### src/rtl/mem_access_unit_pkg.sv
// Shared types and constants for the MEM-stage data-memory access unit.
// Load/store type codes, field widths, FSM state encoding and the misalignment rule.
package mem_access_unit_pkg;

  localparam int LD_TYPE_WIDTH = 3;
  localparam int ST_TYPE_WIDTH = 2;

  localparam logic [LD_TYPE_WIDTH-1:0] LD_NONE = 3'd0;
  localparam logic [LD_TYPE_WIDTH-1:0] LD_LB   = 3'd1;
  localparam logic [LD_TYPE_WIDTH-1:0] LD_LH   = 3'd2;
  localparam logic [LD_TYPE_WIDTH-1:0] LD_LW   = 3'd3;
  localparam logic [LD_TYPE_WIDTH-1:0] LD_LBU  = 3'd4;
  localparam logic [LD_TYPE_WIDTH-1:0] LD_LHU  = 3'd5;

  localparam logic [ST_TYPE_WIDTH-1:0] ST_NONE = 2'd0;
  localparam logic [ST_TYPE_WIDTH-1:0] ST_SB   = 2'd1;
  localparam logic [ST_TYPE_WIDTH-1:0] ST_SH   = 2'd2;
  localparam logic [ST_TYPE_WIDTH-1:0] ST_SW   = 2'd3;

  typedef enum logic [1:0] {
    S_IDLE = 2'd0,
    S_REQ  = 2'd1,
    S_WAIT = 2'd2,
    S_DONE = 2'd3
  } state_t;

  // Halfwords need bit 0 clear, words need both low bits clear.
  function automatic logic is_misaligned(input logic [LD_TYPE_WIDTH-1:0] ld,
                                         input logic [ST_TYPE_WIDTH-1:0] st,
                                         input logic [1:0] a);
    if (ld == LD_LH || ld == LD_LHU || st == ST_SH) return a[0];
    if (ld == LD_LW || st == ST_SW) return |a;
    return 1'b0;
  endfunction

endpackage

### src/rtl/mem_access_unit_load_align.sv
// Combinational load-data extraction: shifts the read word down to its lane
// and sign- or zero-extends according to the load type.
module load_align
  import mem_access_unit_pkg::*;
(
  input  logic [31:0]              word,
  input  logic [1:0]               lane,
  input  logic [LD_TYPE_WIDTH-1:0] ld_type,
  output logic [31:0]              result
);

  logic [31:0] shifted;

  always_comb begin
    shifted = word >> {lane, 3'b000};
    result  = '0;
    case (ld_type)
      LD_LB:   result = {{24{shifted[7]}}, shifted[7:0]};
      LD_LH:   result = {{16{shifted[15]}}, shifted[15:0]};
      LD_LW:   result = shifted;
      LD_LBU:  result = {24'd0, shifted[7:0]};
      LD_LHU:  result = {16'd0, shifted[15:0]};
      default: result = '0;
    endcase
  end

endmodule

### src/rtl/mem_access_unit.sv
// MEM-stage data-memory access unit: single-outstanding req/gnt/rvalid bus master.
// Optional misalignment trap enabled by defining MISALIGN_TRAP_EN.
module mem_access_unit
  import mem_access_unit_pkg::*;
#(
  parameter int ADDR_WIDTH = 32
) (
  input  logic                     clk,
  input  logic                     rst_n,
  input  logic [LD_TYPE_WIDTH-1:0] op_ld_type,
  input  logic [ST_TYPE_WIDTH-1:0] op_st_type,
  input  logic [ADDR_WIDTH-1:0]    op_addr,
  input  logic [31:0]              op_wdata,
  input  logic                     kill,
  output logic                     mem_stall,
  output logic                     mem_valid,
  output logic [31:0]              mem_rdata,
  output logic                     mis_err,
  output logic [ADDR_WIDTH-1:0]    mis_addr,
  output logic                     dmem_req,
  output logic                     dmem_we,
  output logic [ADDR_WIDTH-1:0]    dmem_addr,
  output logic [3:0]               dmem_wstrb,
  output logic [31:0]              dmem_wdata,
  input  logic                     dmem_gnt,
  input  logic                     dmem_rvalid,
  input  logic [31:0]              dmem_rdata
);

  function automatic logic [1:0] eff_lane(input logic [LD_TYPE_WIDTH-1:0] ld,
                                          input logic [ST_TYPE_WIDTH-1:0] st,
                                          input logic [1:0] a);
    if (ld == LD_LB || ld == LD_LBU || st == ST_SB) return a;
    if (ld == LD_LH || ld == LD_LHU || st == ST_SH) return {a[1], 1'b0};
    return 2'b00;
  endfunction

  function automatic logic [3:0] store_strb(input logic [ST_TYPE_WIDTH-1:0] st,
                                            input logic [1:0] lane);
    case (st)
      ST_SB:   return 4'b0001 << lane;
      ST_SH:   return 4'b0011 << lane;
      ST_SW:   return 4'hF;
      default: return 4'h0;
    endcase
  endfunction

  function automatic logic [31:0] store_data(input logic [ST_TYPE_WIDTH-1:0] st,
                                             input logic [31:0] wd);
    case (st)
      ST_SB:   return {4{wd[7:0]}};
      ST_SH:   return {2{wd[15:0]}};
      ST_SW:   return wd;
      default: return 32'd0;
    endcase
  endfunction

  state_t                   state_q, state_d;
  logic [LD_TYPE_WIDTH-1:0] ld_q;
  logic [1:0]               lane_q;
  logic                     kill_q;
  logic [31:0]              rdata_q;
  logic [31:0]              ld_result;
  logic                     op_present;
  logic [ST_TYPE_WIDTH-1:0] eff_st;
  logic [1:0]               lane_in;
  logic                     mis_in;

  // A load wins if both fields are ever set together.
  assign op_present = (op_ld_type != LD_NONE) || (op_st_type != ST_NONE);
  assign eff_st     = (op_ld_type != LD_NONE) ? ST_NONE : op_st_type;
  assign lane_in    = eff_lane(op_ld_type, eff_st, op_addr[1:0]);

`ifdef MISALIGN_TRAP_EN
  logic                  mis_q;
  logic [ADDR_WIDTH-1:0] mis_addr_q;
  assign mis_in   = is_misaligned(op_ld_type, eff_st, op_addr[1:0]);
  assign mis_err  = mem_valid && mis_q;
  assign mis_addr = mis_addr_q;
`else
  assign mis_in   = 1'b0;
  assign mis_err  = 1'b0;
  assign mis_addr = '0;
`endif

  load_align u_load_align (
    .word    (dmem_rdata),
    .lane    (lane_q),
    .ld_type (ld_q),
    .result  (ld_result)
  );

  always_comb begin
    state_d = state_q;
    case (state_q)
      S_IDLE: if (op_present) state_d = mis_in ? S_DONE : S_REQ;
      S_REQ: begin
        if (dmem_gnt)  state_d = S_WAIT;
        else if (kill) state_d = S_IDLE;
      end
      S_WAIT: if (dmem_rvalid) state_d = S_DONE;
      default: state_d = S_IDLE;
    endcase
  end

  // DONE never stalls so the held op can retire without being reissued.
  assign mem_stall = (state_q != S_DONE) && ((state_q != S_IDLE) || op_present);
  assign mem_valid = (state_q == S_DONE) && !kill_q;
  assign dmem_req  = (state_q == S_REQ);
  assign mem_rdata = rdata_q;

  always_ff @(posedge clk) begin
    if (!rst_n) begin
      state_q    <= S_IDLE;
      ld_q       <= LD_NONE;
      lane_q     <= 2'b00;
      kill_q     <= 1'b0;
      rdata_q    <= '0;
      dmem_we    <= 1'b0;
      dmem_addr  <= '0;
      dmem_wstrb <= '0;
      dmem_wdata <= '0;
`ifdef MISALIGN_TRAP_EN
      mis_q      <= 1'b0;
      mis_addr_q <= '0;
`endif
    end else begin
      state_q <= state_d;
      case (state_q)
        S_IDLE: if (op_present) begin
          ld_q       <= op_ld_type;
          lane_q     <= lane_in;
          kill_q     <= 1'b0;
          rdata_q    <= '0;
          dmem_we    <= (op_ld_type == LD_NONE);
          dmem_addr  <= {op_addr[ADDR_WIDTH-1:2], 2'b00};
          dmem_wstrb <= store_strb(eff_st, lane_in);
          dmem_wdata <= store_data(eff_st, op_wdata);
`ifdef MISALIGN_TRAP_EN
          mis_q      <= mis_in;
          mis_addr_q <= mis_in ? op_addr : '0;
`endif
        end
        S_REQ: if (kill) kill_q <= 1'b1;
        S_WAIT: begin
          if (kill) kill_q <= 1'b1;
          if (dmem_rvalid) rdata_q <= (ld_q != LD_NONE) ? ld_result : 32'd0;
        end
        default: ;
      endcase
    end
  end

endmodule

### config.mk
export PLATFORM = sky130hd
export DESIGN_NAME = mem_access_unit
export DESIGN_NICKNAME = d
export VERILOG_FILES = /design/src/rtl/mem_access_unit_pkg.sv /design/src/rtl/mem_access_unit_load_align.sv /design/src/rtl/mem_access_unit.sv
export SDC_FILE = /design/constraint.sdc
export NUM_CORES = 1
export LEC_CHECK = 0
export ABC_CLOCK_PERIOD_IN_PS = 2550
export CAP_MARGIN = 20
export CELL_PAD_IN_SITES_DETAIL_PLACEMENT = 1
export CELL_PAD_IN_SITES_GLOBAL_PLACEMENT = 2
export CORE_MARGIN = 4
export CORE_UTILIZATION = 23
export CTS_CLUSTER_SIZE = 10
export DETAILED_ROUTE_END_ITERATION = 10
export HOLD_SLACK_MARGIN = 0.15
export PLACE_DENSITY_LB_ADDON = 0.15
export SETUP_SLACK_MARGIN = 0.5
export SLEW_MARGIN = 15
export SYNTH_ARGS = -nofsm -noshare
export SYNTH_HDL_FRONTEND = slang
export SYNTH_SLANG_ARGS = --single-unit
### constraint.sdc
create_clock -name clk -period 2.55 [get_ports clk]
set_input_delay 0.3825 -clock clk [delete_from_list [all_inputs] [get_ports clk]]
set_output_delay 0.3825 -clock clk [all_outputs]
set_load 0.05 [all_outputs]
# [After elaboration in Yosys (flattened, before gate mapping)]
# Index checks and enable logic that the tools add are counted.
[op_classes] add_sub_neg=0 n_mul=0 div_mod_pow=0 magnitude_cmp=0 n_eq_ne=20 shift=3 n_mux=23 bitwise_logic=0 n_reduce_logical=22
[op_table] op="one-hot mux 32 bit (5 select lines)" n=1
[op_table] op="two-way mux 32 bit" n=3
[op_table] op="one-hot mux 32 bit (3 select lines)" n=1
[op_table] op="one-hot mux 32 bit (2 select lines)" n=1
[op_table] op=">> shifter 32 x 5 -> 32 bit" n=1
[op_table] op="two-way mux 2 bit" n=9
[op_table] op="equality test 3 bit, second input constant" n=4
[op_table] op="one-hot mux 4 bit (3 select lines)" n=1
[op_table] op="equality test 3 x 2 -> 1 bit, second input constant" n=3
[op_table] op="AND reduction 3 bit" n=3
[op_table] op="equality test 2 bit, second input constant" n=4
[op_table] op="nonzero test 2 bit" n=4
[op_table] op="equality test 3 x 1 -> 1 bit, second input constant" n=2
[op_table] op="logical OR 1 bit" n=6
[op_table] op="inequality test 2 bit, second input constant" n=3
[op_table] op="one-hot mux 2 bit (3 select lines)" n=1
[op_table] op="nonzero test 3 bit" n=2
[op_table] op="two-way mux 1 bit" n=5
[op_table] op="equality test 2 x 1 -> 1 bit, second input constant" n=2
[op_table] op="<< shifter 1 x 2 -> 4 bit, first input constant" n=1
[op_table] op="<< shifter 2 x 2 -> 4 bit, first input constant" n=1
[op_table] op="zero test 3 bit" n=1
[op_table] op="inequality test 3 x 2 -> 1 bit, second input constant" n=1
[op_table] op="logical AND 1 bit" n=2
[op_table] op="other kinds (6)" n=6
[totals] reg_bits=107 latch_bits=0 ram_bits=0 romBits=0 input_bits=106 out_inout_bits=137 wordCells=77 n_memories=0

# [Longest topological paths before layout]
# Gate-level depths: netlist (run 1).
[logic_depth] depth_word=10 mapped_depth=10 ltp_nobuf=9

# [Modules after synthesis]
# A second synthesis (run 1) with hierarchy kept.
[hier_totals] cells_unflattened=682 area_unflattened_um2=5504.0
[modules_own_cells] module="mem_access_unit" n_inst=1 cells_per_inst=571 area_per_inst_um2=4573.1 seq_area_each_um2=2142.1
[modules_own_cells] module="load_align" n_inst=1 cells_per_inst=111 area_per_inst_um2=930.9 seq_area_each_um2=0.0

# [Least setup slack after synthesis (run 1)]
# No wires, ideal clock.
[synth_path] kind="input to register" startpoint="in op_ld_type[0]" endpoint="reg dmem_wstrb[1]" setup_time_ns=0.070 t_arrival_ns=2.182 required_time_ns=2.480 path_slack_ns=0.298 stages=9 path_buffers=1 cell_sequence="nor3_4 > and2_1 > ha_1 > clkbuf_1 > nand2_1 > o21ai_1 > nor2_1 > or4b_1 > a21boi_1"
[synth_between] elab_chain_len=10 word_cells_on_any_way=24 cone_classes="eq/ne: 7; shift: 2; mux: 8; reduce/logical: 7"
[synth_rtl] item="start, declared" line_no="mem_access_unit.sv:10" source="input logic [LD_TYPE_WIDTH-1:0] op_ld_type,"
[synth_rtl] item="nonzero test 3 bit" line_no="mem_access_unit.sv:70, mem_access_unit.sv:71"
[synth_rtl] item="two-way mux 2 bit" line_no="mem_access_unit.sv:71" source="assign eff_st = (op_ld_type != LD_NONE) ? ST_NONE : op_st_type;"
[synth_rtl] item="equality test 2 bit" line_no="mem_access_unit.sv:34, mem_access_unit.sv:40"
[synth_rtl] item="logical OR 1 bit" line_no="mem_access_unit.sv:34" source="if (ld == LD_LH || ld == LD_LHU || st == ST_SH) return {a[1], 1'b0};"
[synth_rtl] item="two-way mux 1 bit (2 in series)" line_no="mem_access_unit.sv:34"
[synth_rtl] item="two-way mux 2 bit" line_no="mem_access_unit.sv:35" source="return 2'b00;"
[synth_rtl] item="two-way mux 2 bit" line_no="mem_access_unit.sv:34"
[synth_rtl] item="<< shifter 2 x 2 -> 4 bit or << shifter 1 x 2 -> 4 bit (tied branches)" line_no="mem_access_unit.sv:42, mem_access_unit.sv:41"
[synth_rtl] item="one-hot mux 4 bit (3 select lines)" line_no="mem_access_unit.sv:40" source="case (st)"
[synth_rtl] item="end signal, assigned" line_no="mem_access_unit.sv:137" source="dmem_wstrb <= store_strb(eff_st, lane_in);"
[synth_rtl] item="end, declared" line_no="mem_access_unit.sv:23" source="output logic [3:0] dmem_wstrb,"
# Parallel ways exist; a longest one is shown, timed or not. The select of a mux whose other input is x is not followed.
# A chain may end at the register's enable or synchronous reset.

# [Final worst setup path (run 1)]
[layout_path] startpoint="in op_ld_type[0]" endpoint="reg dmem_wstrb[3]"
# Same word-level chain as after synthesis.

==> results by group, run 1 <==
Global routing
  – Vias in the first global route: around 5600
  – First-pass GRT wire length: 32.8 mm
  – Gr ovfl total: 0
  – Largest net degree at the start of global routing: 77
  – Total GRT Usage: 16.0%
  – Initial antenna violation count: 3

Pwr
  – Maximum vdd drop: between 300 and 400 µV
  – P_int: 3.21 mW
  – Switching part of the total: 38.1%
  – Pwr Density: between 600 and 700 nW/µm²
  – Clock power frac: 27.4%
  – Switching pwr: approximately 2.0 mW
  – Power Total: approximately 5.2 mW
  – Pleak: approximately 3.1 nW
  – Combinational fraction of design power: 36.4%
  – Reg power frac: a little over a third

Route
  – Final WL: about 21 mm
  – Vias: a little over 5000
  – Detailed Route Iter0 Violations: between 200 and 250
  – Antenna viol nets, final: 0
  – Average wire per standard cell: roughly 19 µm
  – Vias per cell: roughly 4.7
  – DRC Markers: 0
  – Pre-Repair DR Iteration Count: 4

Timing
  – Max Fclk: around 0.5 GHz
  – Post-layout min period: between 1.5 and 2 ns
  – Final Slew Violations: 0
  – Final Hold Fails: 0
  – Setup ws final: 0.562 ns
  – RSZ-0062 raised after global routing: true
  – Max_slew headroom: between 50% and 60%
  – Setup violations, final: 0
  – Setup Skew: ~0.0066 ns
  – Tcrit/Tclk final: between 70% and 80%
  – Worst-Margin Slew: between 0.7 and 0.8 ns

Setup path
  – WP buf/inv: 3
  – CP required: 2.83 ns
  – Launching point of the worst reg2reg path: lane_q[1]
  – CP startpoint kind: input port
  – Reg2Reg Depth: 6
  – Flop-to-flop setup slack: about 0.62 ns
  – Worst path arrival time: roughly 2.3 ns
  – RR Endpoint: mem_rdata[22]
  – CP Cell Sequence: dlygate4sd2_1, nor3_4, buf_6, nand2_4, inv_2, ha_4, nor2_4, o21ai_1, nand2_1, or4_1, a21boi_1
  – CP top delay family: simple AND/OR/NAND/NOR gates
  – Critical path's slowest cell: or4_1
  – Critical path type: input port to flip-flop
  – Setup crit end kind: flip-flop
  – Critical path's largest stage delay: 0.49 ns
  – CP max FO: 6

Worst hold path
  – Worst hold stages: 2
  – Hold WC Path Type: input port to flip-flop
  – Hold Startpoint: rst_n
  – Hold Path Sink: mem_rdata[5]

Finish
  – N_diodes: 0
  – Fillers: 2598
  – Most frequent cells in the layout: clkdlybuf4s50_1 (198), dfxtp_1 (106), nand2_1 (81)
  – Final net count: between 900 and 1000
  – Area Growth Syn to Fin: 55.0%
  – Final instance area: around 8300 µm²
  – Layout cells sized above 1: between 10% and 20%
  – Commonest non-fill, non-tap cell in the layout: clkdlybuf4s50_1

Clock tree
  – CTS Buf Count: 9
  – Clock Sinks: between 100 and 150
  – CTS tree: yes
  – Deepest clock path buffer count: 2
  – H-tree levels: 3
  – Clock root buffer: clkbuf_16
  – Clock slew at reported path FFs: 0.07 ns
  – Clk Latency, worst-skew pair: approximately 0.35 ns

Floorplanning
  – Top-Level Pins: between 200 and 250
  – Die Ht: roughly 160 µm
  – Row Count: 55
  – Core Box Area: between 20000 and 25000 µm²
  – Initial Util: 23.5%
  – Die area: roughly 26000 µm²
  – Die Wd: around 160 µm

Placement
  – Port Buffer Count: 207
  – DP Area: between 7000 and 8000 µm²
  – Hpwl dp: approximately 16 mm
  – DP Worst Slack: -0.387 ns
  – Routability cong.: between 0.8 and 0.9

Synthesis
  – Register area share after synthesis: roughly two fifths
  – Syn Inst Count: about 610
  – Post-synth ARST share: 0%
  – Number of synthesized flops with an enable pin: 0
  – Synth cell types: 54
  – Number of synthesized register bits: ~110
  – Synth warnings: 0
  – Ys flop type: dfxtp_1
  – Post-Syn Area per Cell: roughly 8.8 µm²
  – Post-synth top area share: approximately two fifths
  – Post-synth top area cell: dfxtp_1
  – Area of the mapped netlist: between 5000 and 6000 µm²
  – Synth area leaders: dfxtp_1 (40%), nor2b_1 (6.0%), nand2_1 (5.8%)

Status
  – Status: completed

Flow run
  – Max cap viols: 0
## how the worst max path moves through the flow
stage / cells after the start / start / to
4_1_cts: 3 / state_q[0] / mem_valid
3_5_place_dp: 10 / op_ld_type[0] / dmem_wdata[19]
5_1_grt: 10 / op_ld_type[0] / dmem_wstrb[1]
3_3_place_gp: 10 / op_ld_type[0] / dmem_wdata[11]
6_report: 11 / op_ld_type[0] / dmem_wstrb[3]
2_1_floorplan: 9 / op_ld_type[0] / dmem_wstrb[1]
## through the flow
stage / utilization, % / setup TNS [ns] / hold slack [ns] / instances
2_1_floorplan: - / 0 / 0.458 / 639
3_3_place_gp: 34.0 / -1.66 / 0.449 / 1082
3_5_place_dp: 34.0 / -7.65 / 0.456 / 1082
4_1_cts: 35.8 / 0 / 0.426 / 1103
5_1_grt: 36.5 / 0 / 0.450 / 1105
6_report: 36.5 / 0 / 0.431 / 1105
## logic make-up after synthesis
group	synth area share [%]
and+or+nand+nor	20.7
AOI/OAI and AO/OA	23.9
DFF	40.1
buffers and inverters	9.53
muxes	3.42
adders and majority gates	2.11
other	0.0702
xor gates and xnor gates	0.164
## synth_stat cells, types with 2 or more instances
cell type	number
a211o_1	15
o21ai_1	3
a221o_1	8
and2_1	12
and3_1	18
nor2_1	13
a32o_1	2
clkbuf_1	28
a222oi_1	8
nor3b_1	2
or4_1	2
a21o_1	3
a21boi_0	35
o2bb2ai_1	15
inv_1	10
a221oi_1	8
ha_1	9
nor3_1	19
a32oi_1	7
nand2_1	82
dfxtp_1	107
buf_1	7
mux2i_1	16
buf_2	10
nand2b_1	3
a22oi_1	18
a21boi_1	2
o21ai_0	4
buf_6	2
buf_4	35
nor2b_1	51
a21oi_1	27
nand3_1	3
## layout make-up
type / instances / area, µm² / share of cell area [%]
clock buffers: 13 / 280 / 3.39
clock inverters: 3 / 20.0 / 0.242
inverters: 10 / 37.5 / 0.453
multi-input cells: 439 / 3000 / 36.3
flip-flops and latches: 107 / 2140 / 25.9
well taps: 285 / 357 / 4.31
repair buffers: 248 / 2440 / 29.4
## what timing repair did
action / CTS / global route
gates cloned: 0 / 0
hold buffers: 0 / 0
setup endpoints to repair: 76 / 84
resized for setup: 24 / 31
setup buffers: 5 / 2
pin swaps: 5 / 9
hold endpoints to repair: 0 / 0
## metal layers
layer  share of wire [%]  up-vias  wire length, µm  track usage, %
li1                    -     2502                -               -
met1                  42     2470             8870            19.1
met2                  48      171            10100            27.2
met3                 7.5       23             1560            5.54
met4                 1.5        6              320            4.58
met5                0.24        -               50               0
## power by group through the flow
| stage | clock network (mW) | registers (mW) | logic, mW |
|---|---|---|---|
| 6_report | 1.42 | 1.88 | 1.88 |
| 5_1_grt | 1.54 | 1.89 | 2.03 |
| 4_1_cts | 1.48 | 1.87 | 1.88 |
| 3_5_place_dp | 0 | 1.91 | 1.85 |
| 3_3_place_gp | 0 | 1.90 | 1.83 |
| 2_1_floorplan | 0 | 2.22 | 0.862 |
## state kept, by name, indices dropped and copies added, names as in the netlist, 2 cells and up
signal and cells:
dmem_wdata 32, mem_rdata 32, dmem_addr 30, dmem_wstrb 4
ld_q 3, lane_q 2, state_q 2
## worst register-to-register path, delay by kind of cell, from the launching register on
family / cells / cell delay (ns)
AO/OA/AOI/OAI: 2 / 0.44
multiplexers: 1 / 0.53
buffers and inverters: 1 / 0.17
AND/OR/NAND/NOR: 2 / 0.30
flip-flops: 1 / 0.38
(Power assumes the default switching activity.)
==> run 2: changes to the inputs <==
Settings changed: ABC_CLOCK_PERIOD_IN_PS 2550 to 1900.
Clock period 2.55 ns to 1.9 ns, I/O delays scaled along.
==> results by group, run 2 (synthesis results as in run 1) <==
Clock tree
  – Clock Sinks: roughly 110
  – Clock root buffer: clkbuf_16
  – Deepest clock path buffer count: 2
  – CTS tree: yes
  – CTS Buf Count: 9
  – Hold Buf Count CTS: 0
  – Clock slew at reported path FFs: about 0.08 ns
  – Clk Latency, worst-skew pair: around 0.36 ns
  – H-tree levels: 3

Finish
  – N_diodes: 0
  – Final net count: approximately 1000
  – Fillers: roughly 2500
  – Most frequent cells in the layout: dfxtp_1 (104), clkdlybuf4s50_1 (98), buf_2 (67)
  – Flip-flop and latch area: ~2200 µm²
  – Commonest non-fill, non-tap cell in the layout: dfxtp_1
  – Final instance area: approximately 9500 µm²
  – Footprint of the multi-input gates: approximately 3500 µm²
  – Layout cells sized above 1: between 40% and 50%
  – Area Growth Syn to Fin: 78.4%

Global routing
  – Largest net degree at the start of global routing: 63
  – Initial antenna violation count: 0
  – First-pass GRT wire length: 35.0 mm
  – Total GRT Usage: ~17%
  – Gr ovfl total: 0
  – Vias in the first global route: a little over 6000

Setup path
  – Reg2Reg Depth: 8
  – Critical path's largest stage delay: approximately 0.52 ns
  – CP startpoint kind: flip-flop
  – RR Endpoint: mem_rdata[15]
  – Critical path's slowest cell: mux4_2
  – Critical path type: flip-flop to flip-flop
  – Cell mode on critical path: buf_4
  – CP required: between 2 and 2.5 ns
  – Setup crit end kind: flip-flop
  – CP max FO: 8
  – Worst path arrival time: between 2 and 2.5 ns
  – WP buf/inv: 4
  – Flop-to-flop setup slack: -0.07 ns
  – CP Cell Sequence: mux4_2, buf_4, buf_4, nor4b_4, buf_6, buf_4, a21o_1, a22o_1
  – Launching point of the worst reg2reg path: lane_q[1]
  – CP top delay family: buffers and inverters

Pwr
  – Power Total: between 8 and 9 mW
  – Pleak: 3.99 nW
  – Pwr Density: ~940 nW/µm²
  – Maximum vdd drop: a little under 500 µV

Floorplanning
  – Die area: between 20000 and 30000 µm²
  – Core Box Area: approximately 23000 µm²
  – Die Ht: about 160 µm
  – Die Wd: about 160 µm
  – Initial Util: between 20% and 30%
  – Top-Level Pins: 243
  – Row Count: 55

Timing
  – Tcrit/Tclk final: 103%
  – Setup ws final: -0.0660 ns
  – Setup violations, final: 15
  – Final Slew Violations: 0
  – RSZ-0062 raised after global routing: true
  – Max Fclk: 0.509 GHz
  – Setup TNS Final: -0.385 ns
  – Max_slew headroom: between 50% and 60%
  – Post-layout min period: slightly below 2 ns
  – Final Hold Fails: 0
  – Setup Skew: 0.00808 ns
  – Worst-Margin Slew: 0.600 ns

Route
  – Average wire per standard cell: between 15 and 20 µm
  – DRC Markers: 0
  – Detailed Route Iter0 Violations: 192
  – Final WL: between 20 and 25 mm
  – Vias: around 5500
  – Pre-Repair DR Iteration Count: 5
  – Antenna viol nets, final: 0
  – Vias per cell: between 4 and 5

Worst hold path
  – Worst hold stages: 2
  – Hold Path Sink: state_q[1]
  – Hold WC Path Type: input port to flip-flop
  – Hold Startpoint: rst_n

Flow run
  – Max cap viols: 0

Status
  – Status: finished with violations
  – Failing checks: negative setup slack

Placement
  – Hpwl dp: 15.6 mm
  – DP Area: about 8000 µm²
  – Routability cong.: between 0.7 and 0.8
  – Port Buffer Count: slightly above 200
run 2: cell count changes in the layout (fill, tap and decap cells not counted), moves of 13 or more:
cell,before,now
buf_6,5,33
nor3_1,18,3
buf_16,0,13
nand2_1,81,52
buf_4,33,65
a21boi_0,35,2
buf_2,1,67
nand2_2,0,24
a21boi_1,1,29
clkdlybuf4s50_1,198,98
clkdlybuf4s15_2,0,16
run 2: how the worst max path moves through the flow:
stage,start,end,slack (ns),cells past startpoint
after global routing,lane_q[1],mem_rdata[15],-0.12,8
after CTS,lane_q[1],mem_rdata[21],0.07,6
after detailed placement,op_ld_type[2],dmem_wdata[7],-0.54,11
final,lane_q[1],mem_rdata[15],-0.07,8
after floorplan,op_ld_type[2],dmem_wstrb[1],-0.07,9
after global placement,op_ld_type[2],dmem_wstrb[3],-0.48,8
run 2: what timing repair did:
| item | CTS | global route |
|---|---|---|
| endpoints found under the setup margin | 193 | 153 |
| pin swaps | 54 | 34 |
| hold endpoints to repair | 0 | 0 |
| resized for setup | 464 | 160 |
| gates cloned | 18 | 0 |
| setup buffers | 25 | 14 |
run 2: cell type report:
type	instances	area share, %
multi-input cells	441	37.1
repair buffers	317	32.7
flip-flops and latches	107	22.6
well taps	285	3.74
clock buffers	9	2.36
clock inverters	7	0.880
inverters	10	0.578
run 2: where the power goes:
part	total, mW	internal, mW	switching (mW)
Sequential	2.53	2.41	0.125
Combinational	4.39	2.10	2.29
Clock	2.05	1.05	0.996
Total	8.97	5.56	3.41
run 2: per-layer routing:
| metal | part of all wire, % | GRT usage [%] | vias to the layer above | routed length [µm] |
|---|---|---|---|---|
| met5 | 0 | 0 | - | 0 |
| met4 | 0.71 | 3.25 | 0 | 161 |
| met3 | 7.8 | 6.72 | 13 | 1780 |
| met2 | 49 | 28.9 | 154 | 11000 |
| met1 | 43 | 20.5 | 2658 | 9720 |
| li1 | - | - | 2663 | - |
run 2: through the flow:
| stage | hold slack, ns | utilization (%) | setup WS, ns | std cells |
|---|---|---|---|---|
| detailed placement | 0.455 | 35.3 | -0.539 | 1103 |
| finish | 0.247 | 42.0 | -0.0660 | 1176 |
| CTS | 0.245 | 41.5 | 0.0685 | 1162 |
| global placement | 0.447 | 35.3 | -0.477 | 1103 |
| global route | 0.260 | 42.0 | -0.121 | 1176 |
| floorplan | 0.430 | - | -0.0672 | 639 |
==> run 3: changes to the inputs <==
Settings changed: GPL_TIMING_DRIVEN set to 0.
==> results by group, run 3 (synthesis results as in run 1) <==
Pwr
  – Pleak: slightly below 4 nW
  – Pwr Density: 821 nW/µm²
  – Power Total: about 7.8 mW
  – Maximum vdd drop: 452 µV

Placement
  – Dpl cells: approximately 1100
  – DP Area: between 8000 and 9000 µm²
  – Routability cong.: between 0.7 and 0.8
  – Hpwl dp: roughly 17 mm
  – Port Buffer Count: 207

Setup path
  – Launching point of the worst reg2reg path: state_q[0]
  – Flop-to-flop setup slack: -0.01 ns
  – Reg2Reg Depth: 9
  – CP required: roughly 2.1 ns
  – RR Endpoint: mem_rdata[23]
  – Worst path arrival time: between 2 and 2.5 ns
  – CP max FO: 10
  – Critical path type: flip-flop to flip-flop
  – Crit path from: state_q[0]
  – CP startpoint kind: flip-flop
  – Crit path to: mem_rdata[23]
  – Setup crit end kind: flip-flop

Route
  – Vias: 5597
  – DRC Markers: 0
  – Final WL: approximately 23 mm
  – Detailed Route Iter0 Violations: 244
  – Average wire per standard cell: about 19 µm
  – Pre-Repair DR Iteration Count: 7
  – Antenna viol nets, final: 0
  – Vias per cell: between 4 and 5

Global routing
  – Gr ovfl total: 0
  – First-pass GRT wire length: approximately 35 mm
  – Largest net degree at the start of global routing: 17
  – Total GRT Usage: approximately 17%
  – Initial antenna violation count: 0
  – Vias in the first global route: around 6100

Floorplanning
  – Die area: around 26000 µm²
  – Die Ht: between 150 and 200 µm
  – Top-Level Pins: approximately 240
  – Initial Util: roughly a quarter
  – Die Wd: roughly 160 µm
  – Core Box Area: 22700 µm²
  – Row Count: 55

Timing
  – Final Hold Fails: 0
  – Post-layout min period: approximately 1.9 ns
  – Setup Skew: approximately 0.013 ns
  – Final Slew Violations: 0
  – RSZ-0062 raised after global routing: true
  – Setup ws final: -0.0145 ns
  – Worst-Margin Slew: approximately 0.86 ns
  – Max_slew headroom: a little over two fifths
  – Setup violations, final: 4
  – Tcrit/Tclk final: 101%
  – Max Fclk: 0.522 GHz

Worst hold path
  – Hold WC Path Type: input port to flip-flop
  – Worst hold stages: 4

Clock tree
  – H-tree levels: 3
  – Clock root buffer: clkbuf_16
  – Deepest clock path buffer count: 2
  – Hold Buf Count CTS: 0
  – CTS tree: yes
  – Clock Sinks: roughly 110
  – Clk Latency, worst-skew pair: between 0.3 and 0.4 ns
  – CTS Buf Count: 9
  – Clock slew at reported path FFs: roughly 0.070 ns

Finish
  – Core Util, Final: approximately 42%
  – Most frequent cells in the layout: dfxtp_1 (102), clkdlybuf4s50_1 (100), nand2_1 (77)
  – Flip-flop and latch area: 2150 µm²
  – Final instance area: approximately 9400 µm²
  – Commonest non-fill, non-tap cell in the layout: dfxtp_1
  – Layout cells sized above 1: 39.8%
  – Fillers: roughly 2600
  – N_diodes: 0
  – Final net count: roughly 1000
  – Area Growth Syn to Fin: 76.7%
  – Post-route insts no fill: around 1200
  – Footprint of the multi-input gates: approximately 3500 µm²

Status
  – Failing checks: negative setup slack
  – Status: finished with violations

Flow run
  – Max cap viols: 0
-- run 3: cell types whose count changed in the layout (fill, tap and decap cells not counted), sizes merged, moves of 3 or more --
cell / previous run / this run
clkbuf: 9 / 38
clkdlybuf4s15: 16 / 22
buf: 195 / 190
clkdlybuf4s18: 4 / 9
inv: 13 / 10
-- run 3: worst min path at each step --
| stage | start | endpoint |
|---|---|---|
| floorplan | op_addr[22] | dmem_addr[22] |
| global placement | mem_rdata[24] | mem_rdata[24] |
| detailed placement | mem_rdata[30] | mem_rdata[30] |
| CTS | op_ld_type[2] | ld_q[2] |
| global route | op_ld_type[2] | ld_q[2] |
| finish | op_ld_type[2] | ld_q[2] |
-- run 3: layer usage --
metal / vias up / global-route usage (%) / part of all wire (%) / routed length [µm]
met3: 18 / 6.59 / 8.5 / 1970
li1: 2709 / - / - / -
met5: - / 0 / 0 / 0
met4: 0 / 3.13 / 0.99 / 228
met2: 179 / 30.1 / 50 / 11500
met1: 2691 / 20.0 / 41 / 9380
-- run 3: where the power goes --
group,switching (mW),internal (mW)
combinational,2.03,1.44
sequential,0.108,2.41
clock,0.884,0.886
-- run 3: layout make-up --
type	instances	share of cell area [%]
flip-flops and latches	107	22.8
well taps	285	3.78
repair buffers	266	24.9
multi-input cells	440	36.8
clock inverters	4	0.305
clock buffers	11	2.47
inverters	10	0.504
plain buffers	83	8.39
-- run 3: timing repair --
item | in CTS | in global routing
buffers inserted | 40 | 15
pin swaps | 32 | 29
gates cloned | 2 | 3
endpoints found under the setup margin | 209 | 168
resized for setup | 524 | 173
-- run 3: through the flow --
stage / worst slack [ns] / hold WS, ns / setup TNS, ns
final: -0.0145 / 0.330 / -0.0318
after global placement: -0.924 / 0.446 / -59.21
after global routing: -0.0965 / 0.322 / -0.764
after detailed placement: -0.990 / 0.459 / -63.68
after CTS: -0.0116 / 0.322 / -0.0342
after floorplan: -0.0672 / 0.430 / -0.114
-- run 3: worst max-delay path: stages (launching register included) --
cell and delay (ns):
dfxtp_4 0.37, inv_4 0.05, ha_4 0.18, buf_4 0.13
o21ai_2 0.20, nand2_4 0.11, and2_4 0.16, buf_6 0.13
buf_6 0.14, a221o_1 0.33
